--- src/rtl/uart_rx.sv ---
// uart_rx: 8N1 UART receiver with start-bit qualification, mid-bit sampling and stop-bit check.
// Optional build macro UART_RX_MAJORITY_EN: each sample is a 2-of-3 vote over the last three synchronized values.
module uart_rx #(
  parameter int CLKS_PER_BIT = 868
) (
  input  logic       clk,
  input  logic       resetn,
  input  logic       rx_i,
  output logic [7:0] d_o,
  output logic       valid_o,
  output logic       frame_err_o,
  output logic       busy_o
);
  localparam int H  = CLKS_PER_BIT / 2;
  localparam int C  = CLKS_PER_BIT;
  localparam int TW = $clog2(C) + 1;
  localparam logic [TW-1:0] HALF_LOAD = TW'(H - 1);
  localparam logic [TW-1:0] BIT_LOAD  = TW'(C - 1);

  typedef enum logic [2:0] {
    IDLE      = 3'd0,
    START     = 3'd1,
    DATA      = 3'd2,
    STOP      = 3'd3,
    WAIT_IDLE = 3'd4
  } state_t;

  state_t        state_q, state_d;
  logic [TW-1:0] timer_q, timer_d;
  logic [2:0]    bit_idx_q, bit_idx_d;
  logic [7:0]    shift_q, shift_d;
  logic [7:0]    data_q, data_d;
  logic          valid_q, valid_d;
  logic          ferr_q, ferr_d;
  logic          sync1_q, sync2_q, edge_q;
  logic          fall;
  logic          sample_pt;
  logic          sample_bit;

  // The edge register resets low so a frame needs the line seen high first.
  always_ff @(posedge clk or negedge resetn) begin
    if (!resetn) begin
      sync1_q <= 1'b1;
      sync2_q <= 1'b1;
      edge_q  <= 1'b0;
    end else begin
      sync1_q <= rx_i;
      sync2_q <= sync1_q;
      edge_q  <= sync2_q;
    end
  end

  assign fall      = edge_q & ~sync2_q;
  assign sample_pt = (timer_q == '0);

`ifdef UART_RX_MAJORITY_EN
  logic [1:0] hist_q;

  always_ff @(posedge clk or negedge resetn) begin
    if (!resetn) begin
      hist_q <= 2'b11;
    end else begin
      hist_q <= {hist_q[0], sync2_q};
    end
  end

  assign sample_bit = (sync2_q & hist_q[0]) | (sync2_q & hist_q[1]) | (hist_q[0] & hist_q[1]);
`else
  assign sample_bit = sync2_q;
`endif

  always_ff @(posedge clk or negedge resetn) begin
    if (!resetn) begin
      state_q   <= IDLE;
      timer_q   <= '0;
      bit_idx_q <= 3'd0;
      shift_q   <= 8'h00;
      data_q    <= 8'h00;
      valid_q   <= 1'b0;
      ferr_q    <= 1'b0;
    end else begin
      state_q   <= state_d;
      timer_q   <= timer_d;
      bit_idx_q <= bit_idx_d;
      shift_q   <= shift_d;
      data_q    <= data_d;
      valid_q   <= valid_d;
      ferr_q    <= ferr_d;
    end
  end

  always_comb begin
    state_d   = state_q;
    timer_d   = (timer_q != '0) ? timer_q - TW'(1) : timer_q;
    bit_idx_d = bit_idx_q;
    shift_d   = shift_q;
    data_d    = data_q;
    valid_d   = 1'b0;
    ferr_d    = 1'b0;

    case (state_q)
      IDLE: begin
        timer_d = '0;
        if (fall) begin
          timer_d = HALF_LOAD;
          state_d = START;
        end
      end
      START: begin
        if (sample_pt) begin
          if (!sample_bit) begin
            timer_d   = BIT_LOAD;
            bit_idx_d = 3'd0;
            state_d   = DATA;
          end else begin
            state_d = IDLE;
          end
        end
      end
      DATA: begin
        if (sample_pt) begin
          shift_d[bit_idx_q] = sample_bit;
          timer_d            = BIT_LOAD;
          bit_idx_d          = bit_idx_q + 3'd1;
          if (bit_idx_q == 3'd7) begin
            state_d = STOP;
          end
        end
      end
      STOP: begin
        if (sample_pt) begin
          if (sample_bit) begin
            data_d  = shift_q;
            valid_d = 1'b1;
            state_d = IDLE;
          end else begin
            ferr_d  = 1'b1;
            state_d = WAIT_IDLE;
          end
        end
      end
      WAIT_IDLE: begin
        // Break or misaligned frame: wait for the line to return high.
        if (sync2_q) begin
          state_d = IDLE;
        end
      end
      default: begin
        state_d = IDLE;
        timer_d = '0;
      end
    endcase
  end

  assign d_o         = data_q;
  assign valid_o     = valid_q;
  assign frame_err_o = ferr_q;
  assign busy_o      = (state_q != IDLE);

endmodule

--- config.mk ---
export PLATFORM = sky130hd
export DESIGN_NAME = uart_rx
export DESIGN_NICKNAME = d
export VERILOG_FILES = /design/src/rtl/uart_rx.sv
export SDC_FILE = /design/constraint.sdc
export NUM_CORES = 1
export LEC_CHECK = 0
export ABC_AREA = 1
export CAP_MARGIN = 5
export CORE_ASPECT_RATIO = 1.5
export CORE_UTILIZATION = 25
export DETAILED_ROUTE_END_ITERATION = 10
export GPL_TIMING_DRIVEN = 0
export PLACE_DENSITY_LB_ADDON = 0.25
export RECOVER_POWER = 25
export SLEW_MARGIN = 20
export SYNTH_ARGS = -nofsm -noshare
export SYNTH_HDL_FRONTEND = slang
export SYNTH_SLANG_ARGS = --single-unit
--- constraint.sdc ---
create_clock -name clk -period 1.71 [get_ports clk]
set_input_delay 0.2565 -clock clk [delete_from_list [all_inputs] [get_ports clk]]
set_output_delay 0.2565 -clock clk [all_outputs]
set_load 0.05 [all_outputs]
==> results.cfg, run 1 <==
[drt]
drc_errors = 0
ant_nets = 0
routedWlPerCell_um = 12.4
drt_wl_total_um = 5070
dr.pass1.iters = 6
via_per_inst = 4.45
vias = 1826
drt_iter0_drc = 65

[synth]
yosysTopAreaCell = dfrtp_1
post-synth-top-count-cell = nand2_1
yosys-top-cells-count = nand2_1, dfrtp_1, inv_1, nor2_1, nand3_1
synth.yosys.seq_area_share_pct = 44.2
ys_types = 30
synth_edf_count = 0
synthesis.instances = 276
synth_area_sq_mm = 0.00216
synth_seq_cells = 38
synth-main-ff-cell = dfrtp_1
syn_area_per_cell_sq_um = 7.81
syn-num-nets = 284
synthTopCellsByArea = dfrtp_1, nand2_1, nand3_1
yosys_warnings = 0
synth_top_area_share_pct = 41.8
async_flop_share_pct = 100

[global_route]
grt_max_degree = 21
grt_usage_pct = 11.8
grt_antenna_before_repair = 0
grt_pass1_wl_um = 8180
gr-total-overflow = 0
grt_pass1_vias = 1767

[final_layout]
final_nets = 310
areaGrowthSynthToFinish_pct = 26.2
diodes = 0
drive_gt1_share_pct = 18.2
fillers = 900
multi_input_area_sq_mm = 0.00110
regArea_sq_um = 953

[place]
io_buffers = 13
gp_congestion = 0.859
hpwl_um = 3590

[sta]
final_hold_viol_count = 0
rsz0062_at_grt = true
layout_min_cycle_time_ns = 1.68
min_period_over_period_pct = 98.4
fmax_ghz = 0.594
finClkSkew_ns = 0.00546
tightest_slew_ns = 0.571
relSlewSlack_pct = 61.9
final_max_slew_viol_count = 0
setup_violations = 0
setup_tns_ns = 0

[floorplan]
core_sq_mm = 0.00841
io_pins = 14
initial_core_util_pct = 25.6
die_area_sq_mm = 0.00901
die_h_um = 116
std_cell_rows = 41
die_w_um = 77.8

[cts]
cts_num_sinks = 38
cts_inserted_buffers = 5
cts_tree = done
clock_latency_ns = 0.29
h-tree-depth = 2
clk_pin_slew_ns = 0.06
root_buffer = clkbuf_16
ctsLongestPathBuffers = 2

[worst_hold_path]
min_path_type = flip-flop to flip-flop

[outcome]
status = completed

[power]
leakagePower_nw = 1.52
vdd_drop_max_uv = 715
power.density_mw_per_mm2 = 1670
total_power_mw = 4.53

[worst_setup_path]
critPathTopFamily = buffers and inverters
crit_buf_inv = 1
start_kind = flip-flop
path_cells = clkdlybuf4s50_1
slowest_stage = clkdlybuf4s50_1
worstPathArrival_ns = 1.43
end_kind = primary output
worst-endpoint-required_ns = 1.45
worstPathMaxFanout = 2
slowest_delay_ns = 0.80
rrSetupSlack_ns = 0.08
path_class = flip-flop to primary output

[job]
drv_cap = 0
[cells in the final DEF, fill, tap and decap left out, types with 5 or more instances in the layout]
cell type,n
o21ai_0,5
inv_2,6
inv_1,28
nand4_1,12
nand3_1,23
nor2_1,23
dfrtp_1,36
nor2_4,7
clkbuf_16,5
nand2_1,89
nand2_2,7
[layout make-up]
class / count / share of cell area [%]
buffer: 3 / 0.920
clock buffer: 5 / 4.60
clock inverter: 3 / 2.53
inverter: 35 / 5.01
multi-input combinational: 201 / 40.4
sequential: 38 / 35.0
tap: 107 / 4.92
timing repair buffer: 17 / 6.44
timing repair inverter: 1 / 0.184
[sequential cells by signal, indices dropped and copies added, names as in the netlist]
| register | count |
|---|---|
| timer_q | 11 |
| bit_idx_q | 3 |
| sync1_q | 1 |
| d_o | 8 |
| edge_q | 1 |
| valid_o | 1 |
| state_q | 3 |
| frame_err_o | 1 |
| sample_bit | 1 |
| shift_q | 8 |
[path summary, 6_finish.rpt]
check	from	endpoint	cells after the start
worst max-delay path	d_o[5]$_DFFE_PN0P_	d_o[5]	1
worst min-delay path	sync1_q$_DFF_PN1_	sample_bit$_DFF_PN1_	0
worst max register to register	timer_q[0]$_DFF_PN0_	d_o[6]$_DFFE_PN0P_	10
worst min register to register	sync1_q$_DFF_PN1_	sample_bit$_DFF_PN1_	0
max in group asynchronous	resetn	sample_bit$_DFF_PN1_	3
min in group asynchronous	resetn	valid_o$_DFF_PN0_	2
[kinds of logic (layout without fill, tap and decap cells)]
logic type / Yosys count / count (layout) / share of synthesized area, %
xor gates and xnor gates: 4 / 4 / 1.63
and+or+nand+nor: 178 / 179 / 40.5
AOI/OAI and AO/OA: 13 / 13 / 3.31
adders and majority gates: 5 / 5 / 2.90
buffers and inverters: 38 / 64 / 7.49
DFF: 38 / 38 / 44.2
[timing repair]
action	CTS	global route
hold endpoints to repair	18	0
gates cloned	0	2
setup buffers	1	1
hold buffers	1	0
gates resized for setup	14	12
setup endpoints to repair	14	19
pin swaps	1	8
[where the power goes]
group	switching (mW)	internal, mW
combinational	1.31	0.692
clock	0.395	0.839
sequential	0.217	1.08
total	1.93	2.61
[metal layers]
| layer | track usage, % | part of all wire (%) | routed length, um | vias to the layer above |
|---|---|---|---|---|
| met5 | 0 | 0 | 0 | - |
| met4 | 5.91 | 2.5 | 129 | 0 |
| met2 | 21.5 | 52 | 2650 | 24 |
| met3 | 2.52 | 2.5 | 127 | 8 |
| met1 | 12.8 | 43 | 2170 | 869 |
| li1 | - | - | - | 925 |
[through the flow]
step                      hold WS [ns]  util (%)  area, sq um  setup WS (ns)  cells
after floorplan                -0.0391         -         2160         0.0605    276
after global placement           0.346      28.8         2420         -0.625    396
after detailed placement         0.265      29.0         2440         -0.172    397
after CTS                        0.358      31.5         2650         0.0126    407
after global routing             0.363      32.3         2720       -0.00926    410
final                            0.356      32.3         2720         0.0278    410
(Power assumes the default switching activity.)
==> run 2, diff against run 1 <==
--- a/config.mk
+++ b/config.mk
@@ -5,7 +5,6 @@
 export SDC_FILE = /design/constraint.sdc
 export NUM_CORES = 1
 export LEC_CHECK = 0
-export ABC_AREA = 1
 export CAP_MARGIN = 5
 export CORE_ASPECT_RATIO = 1.5
 export CORE_UTILIZATION = 25
==> results.cfg, run 2 <==
[worst_setup_path]
slowest_delay_ns = 0.41
worstPathMaxFanout = 6
path_class = flip-flop to flip-flop
worstPathArrival_ns = 2.26
end_kind = flip-flop
critPathTopFamily = simple AND/OR/NAND/NOR gates
crit_buf_inv = 3
path_cells = inv_2 > ha_4 > nor4b_4 > and3_1 > buf_6 > buf_4 > and2_4 > nand4_1 > mux2_4
start_kind = flip-flop
slowest_stage = dfrtp_2
worst-endpoint-required_ns = 1.87

[place]
hpwl_um = 3390
gp_congestion = 0.770
dp_slack_ns = -0.812
io_buffers = 13

[final_layout]
fillers = 792
areaGrowthSynthToFinish_pct = 42.5
final_nets = 237
regMostFlops = timer_q
final_common_cell = dfrtp_1
drive_gt1_share_pct = 35.7
diodes = 0
fin_util_pct = 36.8
mostFrequentLayoutCells = dfrtp_1, nand2_1, nor2_1
largest_reg_flops = 11

[synth]
synth-main-ff-cell = dfrtp_1
synth_top_area_share_pct = 45.8
ys_types = 46
syn_area_per_cell_sq_um = 10.3
synth_edf_count = 0
synth_area_sq_mm = 0.00197
synth_seq_cells = 38
yosys_warnings = 0
yosys-top-cells-count = dfrtp_1, nand2_1, nor2_1, mux2_2
synthTopCellsByArea = dfrtp_1, mux2_2, nand2_1
async_flop_share_pct = 100
syn-num-nets = 198
post-synth-top-count-cell = dfrtp_1
synth.yosys.seq_area_share_pct = 48.5
yosysTopAreaCell = dfrtp_1
synthesis.instances = 190

[power]
leakagePower_nw = 1.31
total_power_mw = 3.62
vdd_drop_max_uv = 533
power.density_mw_per_mm2 = 1290

[sta]
final_max_slew_viol_count = 0
relSlewSlack_pct = 62.2
setup_ws_ns = -0.388
setup_violations = 35
holdWs_ns = 0.355
rsz0062_at_grt = true
fmax_ghz = 0.477
min_period_over_period_pct = 123
final_hold_viol_count = 0
layout_min_cycle_time_ns = 2.10
finClkSkew_ns = 0.00511
tightest_slew_ns = 0.566

[cts]
ctsLongestPathBuffers = 2
clk_pin_slew_ns = 0.06
root_buffer = clkbuf_16
cts_num_sinks = 38
clock_latency_ns = 0.28
h-tree-depth = 2
cts_inserted_buffers = 5
cts_tree = done

[floorplan]
initial_core_util_pct = 25.8
io_pins = 14
die_area_sq_mm = 0.00823
std_cell_rows = 39
core_sq_mm = 0.00761
die_w_um = 74.4
die_h_um = 111

[job]
drv_cap = 0

[global_route]
grt_pass1_wl_um = 8270
grt_antenna_before_repair = 0
grt_pass1_vias = 1647
grt_usage_pct = 13.2
grt_max_degree = 21
gr-total-overflow = 0

[drt]
routedWlPerCell_um = 15.1
vias = 1561
via_per_inst = 4.70
dr.pass1.iters = 4
drc_errors = 0
drt_iter0_drc = 25
ant_nets = 0
drt_wl_total_um = 5020

[outcome]
status = finished with violations
failed_checks = negative setup slack

[worst_hold_path]
min_path_type = flip-flop to flip-flop
-- run 2: cell count changes after synthesis, sizes merged, moves of 7 or more --
cell   delta
nand2    -81
inv      -29
nand3    -19
nor2     -19
mux2     +16
nand4    -11
nor3      +7
-- run 2: layer usage --
metal | wire, um | global-route usage (%) | vias to the layer above
li1 | - | - | 756
met3 | 85 | 1.64 | 13
met5 | 0 | 0 | -
met4 | 191 | 7.67 | 0
met2 | 2830 | 23.6 | 27
met1 | 1920 | 14.3 | 765
-- run 2: layout make-up --
type / instances / area [sq um] / share of cell area, %
Multi-Input combinational cell: 139 / 1140 / 40.8
Tap cell: 102 / 128 / 4.56
Inverter: 5 / 26.3 / 0.938
Sequential cell: 38 / 956 / 34.1
Clock inverter: 1 / 7.51 / 0.268
Buffer: 6 / 52.6 / 1.88
Clock buffer: 7 / 133 / 4.74
Timing Repair Buffer: 34 / 357 / 12.7
-- run 2: repair_timing --
item,in CTS,in global routing
hold buffers,1,0
cloned,0,1
setup endpoints to repair,35,40
buffers inserted,12,6
endpoints found under the hold margin,19,0
gates resized for setup,42,14
pin swaps,11,11
-- run 2: cell families after synthesis --
| kind of cell | share of synthesized area (%) |
|---|---|
| flip-flops | 48.5 |
| AO/OA/AOI/OAI | 11.2 |
| buffers and inverters | 2.86 |
| AND/OR/NAND/NOR | 21.3 |
| adder cells (fa/ha/maj) | 3.18 |
| multiplexers | 11.2 |
| XOR/XNOR | 1.78 |
-- run 2: through the flow --
stage | cells | cell area, sq um | TNS, ns
6_report | 332 | 2800 | -7.61
5_1_grt | 332 | 2800 | -11.64
4_1_cts | 327 | 2690 | -8.17
3_5_place_dp | 306 | 2310 | -18.04
3_3_place_gp | 305 | 2290 | -39.85
2_1_floorplan | 190 | 2030 | -6.60
-- run 2: power by group --
part	switching (mW)	leakage, nW	internal, mW	total, mW
Combinational	0.741	0.742	0.710	1.45
Clock	0.353	0.0641	0.541	0.894
Sequential	0.223	0.498	1.05	1.28
-- run 2: worst paths after layout --
path	cells after the start	end	startpoint	slack (ns)
setup / recovery	9	shift_q[7]$_DFFE_PN0P_	timer_q[1]$_DFF_PN0_	-0.39
hold / removal	0	sample_bit$_DFF_PN1_	sync1_q$_DFF_PN1_	0.36
setup reg to reg	9	shift_q[7]$_DFFE_PN0P_	timer_q[1]$_DFF_PN0_	-0.39
hold reg to reg	0	sample_bit$_DFF_PN1_	sync1_q$_DFF_PN1_	0.36
max in group asynchronous	3	sample_bit$_DFF_PN1_	resetn	0.64
min in group asynchronous	2	shift_q[1]$_DFFE_PN0P_	resetn	0.50
-- run 2: worst register-to-register path: cells and delay by family, from the launching register on --
kind | cells | cell delay [ns]
adder cells (fa/ha/maj) | 1 | 0.14
buffers and inverters | 3 | 0.33
flip-flops | 1 | 0.41
multiplexers | 1 | 0.34
AND/OR/NAND/NOR | 4 | 0.77
==> run 3, diff against run 2 <==
==> constraint.sdc (replaced) <==
create_clock -name clk -period 2.33 [get_ports clk]
set_input_delay 0.3495 -clock clk [delete_from_list [all_inputs] [get_ports clk]]
set_output_delay 0.3495 -clock clk [all_outputs]
set_load 0.05 [all_outputs]
==> results.cfg, run 3 (synthesis results as in run 2) <==
[outcome]
status = completed

[worst_setup_path]
worstPathMaxFanout = 6
worst-endpoint-required_ns = 2.49
start_kind = flip-flop
worstPathArrival_ns = 2.38
path_class = flip-flop to flip-flop
end_kind = flip-flop

[floorplan]
die_area_sq_mm = 0.00823
io_pins = 14
std_cell_rows = 39
die_h_um = 111
core_sq_mm = 0.00761
initial_core_util_pct = 25.8
die_w_um = 74.4

[sta]
final_max_slew_viol_count = 0
layout_min_cycle_time_ns = 2.22
rsz0062_at_grt = false
holdWs_ns = 0.355
setup_ws_ns = 0.112
fmax_ghz = 0.451
relSlewSlack_pct = 49.6
setup_violations = 0
min_period_over_period_pct = 95.2
final_hold_viol_count = 0
finClkSkew_ns = 0.00495
tightest_slew_ns = 0.756

[cts]
clock_latency_ns = 0.28
clk_pin_slew_ns = 0.06
h-tree-depth = 2
cts_inserted_buffers = 5
cts_num_sinks = 38
cts_tree = done
root_buffer = clkbuf_16
ctsLongestPathBuffers = 2

[drt]
drt_iter0_drc = 55
dr_wl_met2_um = 2640
met3_length_um = 96
ant_nets = 0
wl_met1_um = 1780
via_per_inst = 4.70
routedWlPerCell_um = 14.4
vias = 1498
drt_wl_total_um = 4590
drc_errors = 0
highest_layer = met4
dr.pass1.iters = 4

[global_route]
grt_antenna_before_repair = 0
grt_pass1_vias = 1555
grt_pass1_wl_um = 7770
gr-total-overflow = 0
grt_max_degree = 30
grt_usage_pct = 12.5

[final_layout]
regMostFlops = timer_q
drive_gt1_share_pct = 22.1
mostFrequentLayoutCells = dfrtp_1, nand2_1, nor2_1
final_common_cell = dfrtp_1
final_nets = 224
diodes = 0
areaGrowthSynthToFinish_pct = 28.3
largest_reg_flops = 11
fillers = 803

[place]
gp_congestion = 0.821
hpwl_um = 3370
dp_slack_ns = -0.480
io_buffers = 13

[power]
comb_power_share_pct = 31.9
power.share.sequential_pct = 34.8
p_int_mw = 1.80
power.density_mw_per_mm2 = 1070
vdd_drop_max_uv = 485
swShare_pct = 33.1
p_clk_share_pct = 33.3
p_sw_mw = 0.891
leakagePower_nw = 1.11

[job]
drv_cap = 0

[worst_hold_path]
min_path_type = flip-flop to flip-flop
-- run 3: layout make-up --
cell class | count | area [sq um] | area share [%]
timing repair buffer | 20 | 184 | 7.30
multi-input combinational | 139 | 996 | 39.5
tap | 102 | 128 | 5.06
buffer | 7 | 35.0 | 1.39
clock buffer | 6 | 139 | 5.51
clock inverter | 2 | 60.1 | 2.38
inverter | 5 | 23.8 | 0.943
sequential | 38 | 956 | 37.9
-- run 3: power by group through the flow --
stage               sequential, mW  combinational, mW  clock [mW]
finish                       0.938              0.860       0.896
global route                 0.960              0.967       0.948
CTS                          0.939              0.800       0.927
detailed placement           0.942              0.752           0
global placement             0.941              0.742           0
floorplan                    0.899              0.574           0
-- run 3: worst max-delay path, cell delays in order, from the launching register on --
cell      delay [ns]
dfrtp_2         0.44
inv_2           0.10
ha_4            0.15
or4b_2          0.68
nand3b_1        0.12
o21ai_0         0.09
a22o_1          0.24
a211o_1         0.28
-- run 3: worst paths after layout --
kind                            depth (start not counted)  slack (ns)            startpoint                    to
worst max-delay path                                    7        0.11  timer_q[0]$_DFF_PN0_  timer_q[8]$_DFF_PN0_
max in group asynchronous                               3        0.65                resetn  timer_q[0]$_DFF_PN0_
worst max register to register                          7        0.11  timer_q[0]$_DFF_PN0_  timer_q[8]$_DFF_PN0_
worst min-delay path                                    0        0.35     sync1_q$_DFF_PN1_  sample_bit$_DFF_PN1_
worst min register to register                          0        0.35     sync1_q$_DFF_PN1_  sample_bit$_DFF_PN1_
min in group asynchronous                               2        0.54                resetn    d_o[5]$_DFFE_PN0P_
-- run 3: what timing repair did --
action,4_1_cts,5_1_grt
endpoints found under the hold margin,9,0
gates resized for setup,8,10
buffers inserted,3,2
pin swaps,3,2
hold buffers,1,0
setup endpoints to repair,21,12
-- run 3: through the flow --
stage / area (sq um) / utilization (%) / power, mW / cells / setup TNS [ns]
CTS: 2500 / 32.9 / 2.67 / 318 / -0.122
finish: 2520 / 33.1 / 2.69 / 319 / 0
global route: 2520 / 33.1 / 2.87 / 319 / 0
floorplan: 1970 / - / 1.47 / 190 / 0
global placement: 2220 / 29.2 / 1.68 / 305 / -3.48
detailed placement: 2240 / 29.4 / 1.69 / 306 / -2.89
-- run 3: metal layers --
metal / vias up / GRT usage (%)
met5: - / 0
met2: 19 / 22.7
met3: 5 / 2.37
met4: 0 / 4.53
met1: 736 / 13.7
li1: 738 / -
==> edit 1: new RTL, settings of run 3 <==
`CLKS_PER_BIT`: 868 -> 1736.
--- a/src/rtl/uart_rx.sv
+++ b/src/rtl/uart_rx.sv
@@ -3,3 +3,3 @@
 module uart_rx #(
-  parameter int CLKS_PER_BIT = 868
+  parameter int CLKS_PER_BIT = 1736
 ) (
Behaviour: same outputs for any inputs over 10 cycles, from zero or initial values and one cycle with resetn low; that may be too few to reach the edited logic, so the function may still have changed.
==> edit 1 against run 3 <==
- global-route usage fell by 0.34 points
- highest routed layer unchanged
- final area rose by 1.1%
- total power rose by 3.3%
- wire length fell by 1.1%
- clock skew fell by 1.2 ps
- sequential cell count rose by 1
- sequential power rose by 0.7%
- synthesized area rose by 1.5%
- critical endpoint is now timer_q[0]
- setup slack got worse by 25 ps
==> edit 1: results (changes against run 3) <==
[metrics] status: complete, no violations (unchanged)
[metrics] register area share after synthesis: 49.1% (was 48.5%)
[metrics] launch instance of the worst register-to-register path: timer_q[1] (was timer_q[0])
[metrics] count of hold-fix buffers inserted at cts: 0 (was 1)
[metrics] setup slack on the worst flop-to-flop path: 90 ps (was 110 ps)
[metrics] worst IR drop on VDD: 0.374 mV (was 0.485 mV)
[metrics] xor-xnor portion of the synthesized cell area: 0.878% (was 1.78%)
[metrics] adder and majority cell fraction of the synthesized area: 3.14% (was 3.18%)
[metrics] slew of the pin with the lowest slew margin: 1230 ps (was 756 ps)
[metrics] Reg-to-Reg End: timer_q[0] (was timer_q[8])
[metrics] mux contribution to synthesized area: 12.1% (was 11.2%)
[metrics] Fin Clk Skew: 3.74 ps (was 4.95 ps)
[metrics] pre-CTS setup slack: -335 ps (was -480 ps)
[metrics] minimum hold slack: 312 ps (was 355 ps)
[metrics] number of global-route vias before repair: 1,574 (was 1,555)
[metrics] Global Route Usage Sum: 12.1% (was 12.5%)
[metrics] 1st-iter DRT viols: 59 (was 55)
[metrics] core area: 7660 sq um (was 7610 sq um)
[metrics] Mapped Nets: 196 (was 198)
[metrics] vias per cell: 4.91 (was 4.70)
[metrics] type of the most critical hold path: primary input to asynchronous set/reset pin (was flip-flop to flip-flop)
[metrics] share of the final layout cell area in sequential cells: 38.4% (was 37.9%)
[metrics] largest cells by area after synthesis: sky130_fd_sc_hd__dfrtp_1 (46%), sky130_fd_sc_hd__mux2_2 (9.6%), sky130_fd_sc_hd__ha_1 (3.1%) (was sky130_fd_sc_hd__dfrtp_1 (46%), sky130_fd_sc_hd__mux2_2 (8.0%), sky130_fd_sc_hd__nand2_1 (3.6%))
[metrics] final core occ: 33.3% (was 33.1%)
[metrics] Synth top cells by count: sky130_fd_sc_hd__dfrtp_1 (37), sky130_fd_sc_hd__mux2_2 (17), sky130_fd_sc_hd__nor2_1 (12), sky130_fd_sc_hd__a21oi_1 (10) (was sky130_fd_sc_hd__dfrtp_1 (36), sky130_fd_sc_hd__nand2_1 (19), sky130_fd_sc_hd__nor2_1 (17), sky130_fd_sc_hd__mux2_2 (14))
## edit 1: worst max path at each step
stage / from / endpoint / slack [ps] / depth (start not counted)
after global placement: timer_q[0] / timer_q[0] / -310 / 12
final: timer_q[1] / timer_q[0] / 90 / 12
after detailed placement: timer_q[0] / timer_q[0] / -330 / 12
after global routing: timer_q[1] / timer_q[0] / 7 / 12
after CTS: timer_q[0] / timer_q[0] / 7 / 12
after floorplan: timer_q[0] / timer_q[0] / 40 / 12
## edit 1: power breakdown
group / switching [mW] / internal [mW]
sequential: 0.140 / 0.805
combinational: 0.518 / 0.441
clock: 0.266 / 0.614
## edit 1: per-layer routing
metal  wire (microns)  vias to the layer above  GRT usage [%]
li1                 -                      751              -
met1             1790                      783           13.0
met2             2480                       23           21.6
met3              117                       14           1.99
met4              145                        0           6.79
met5                0                        -              0
## edit 1: timing repair
item,in CTS,in global routing
gates resized for setup,5,2
buffers inserted,3,5
endpoints found under the hold margin,0,0
pin swaps,1,1
endpoints found under the setup margin,2,5
==> edit 2: new RTL, flow settings as in run 3 <==
Made on the original files. Take the reset off `data_q` and load it in a clocked block of its own.
--- a/src/rtl/uart_rx.sv
+++ b/src/rtl/uart_rx.sv
@@ -77,3 +77,2 @@
       shift_q   <= 8'h00;
-      data_q    <= 8'h00;
       valid_q   <= 1'b0;
@@ -85,3 +84,2 @@
       shift_q   <= shift_d;
-      data_q    <= data_d;
       valid_q   <= valid_d;
@@ -89,2 +87,6 @@
     end
+  end
+
+  always_ff @(posedge clk) begin
+    data_q <= data_d;
   end
Formal check against the unedited RTL: same outputs for any inputs over 10 cycles, from zero or initial values and one cycle with resetn low; that may be too few to reach the edited logic, so the function may still have changed.
==> edit 2 against run 3 <==
- the flow now finishes with violations (max-capacitance violations, max-slew violations)
- worst hold slack better by 2.0 ps
- first-iteration DRC count up 7.3%
- wire length up 0.57%
- final area down 5.9%
- setup slack worse by 29 ps
- synthesized area down 4.3%
- sequential cell count unchanged
- total power down 11%
- largest cell class is now flip-flops and latches
==> edit 2: results (changes against run 3) <==
[metrics] 1st-iter DRT viols: 59 (was 55)
[metrics] Mapped Nets: 185 (was 198)
[metrics] Comb pwr share: 41.9% (was 31.9%)
[metrics] Global Route Usage Sum: 12.8% (was 12.5%)
[metrics] pre-CTS setup slack: -312 ps (was -480 ps)
[metrics] final wirelength: 4610 microns (was 4590 microns)
[metrics] worst IR drop on VDD: 0.275 mV (was 0.485 mV)
[metrics] met2 layer usage reported by global route: 24.7% (was 22.7%)
[metrics] number of global-route vias before repair: 1,436 (was 1,555)
[metrics] register area share after synthesis: 52.8% (was 48.5%)
[metrics] cell-internal power: 1.44 mW (was 1.80 mW)
[metrics] Resized Gates After CTS: 15 (was 8)
[metrics] count of non-CTS inverters in the layout: 7 (was 5)
[metrics] met2 wirelength from detailed routing: 2620 microns (was 2640 microns)
[metrics] Reg-to-Reg End: d_o[5] (was timer_q[8])
[metrics] count of max-cap constraint violations: 1 (was 0)
[metrics] setup slack on the worst flop-to-flop path: 80 ps (was 110 ps)
[metrics] post-layout net count: 213 (was 224)
[metrics] pin count of the biggest net entering global routing: 31 (was 30)
[metrics] share of the final layout cell area in sequential cells: 41.9% (was 37.9%)
[metrics] clk root buf: sky130_fd_sc_hd__clkbuf_8 (was sky130_fd_sc_hd__clkbuf_16)
[metrics] final slew viol count: 31 (was 0)
[metrics] power consumed by sequential cells: 0.952 mW (was 0.938 mW)
[metrics] cell count of the worst reg-to-reg path: 8 (was 7)
[metrics] failing checks: max-capacitance violations, max-slew violations
[metrics] launch instance of the worst register-to-register path: timer_q[1] (was timer_q[0])
[metrics] Detail Placement HPWL: 3160 microns (was 3370 microns)
[metrics] status: finished, violations left (was complete, no violations)
[metrics] wire length of the first global-routing pass: 7400 microns (was 7770 microns)
[metrics] post-detailed-placement cell area: 2130 sq um (was 2240 sq um)
-- edit 2: how the worst max path moves through the flow --
stage          slack, ps         end  cells past startpoint        from
3_3_place_gp        -360  shift_q[2]                      7  timer_q[0]
6_report              80      d_o[5]                      8  timer_q[1]
5_1_grt                2  timer_q[5]                      9  timer_q[1]
2_1_floorplan         50  timer_q[0]                      8  timer_q[0]
3_5_place_dp        -310  shift_q[2]                      7  timer_q[0]
4_1_cts                6  timer_q[0]                      8  timer_q[1]
-- edit 2: cells by family after synthesis --
logic type / share of synthesized area [%]
AND/OR/NAND/NOR: 21.8
flip-flops: 52.8
AO/OA/AOI/OAI: 12.2
buffers and inverters: 2.59
XOR/XNOR: 0.932
adder cells (fa/ha/maj): 3.33
multiplexers: 6.25
-- edit 2: stage by stage --
stage	util (%)	hold WS (ps)
3_5_place_dp	29.3	347
4_1_cts	31.8	114
5_1_grt	32.6	360
3_3_place_gp	29.4	346
2_1_floorplan	-	53.9
6_report	32.6	357
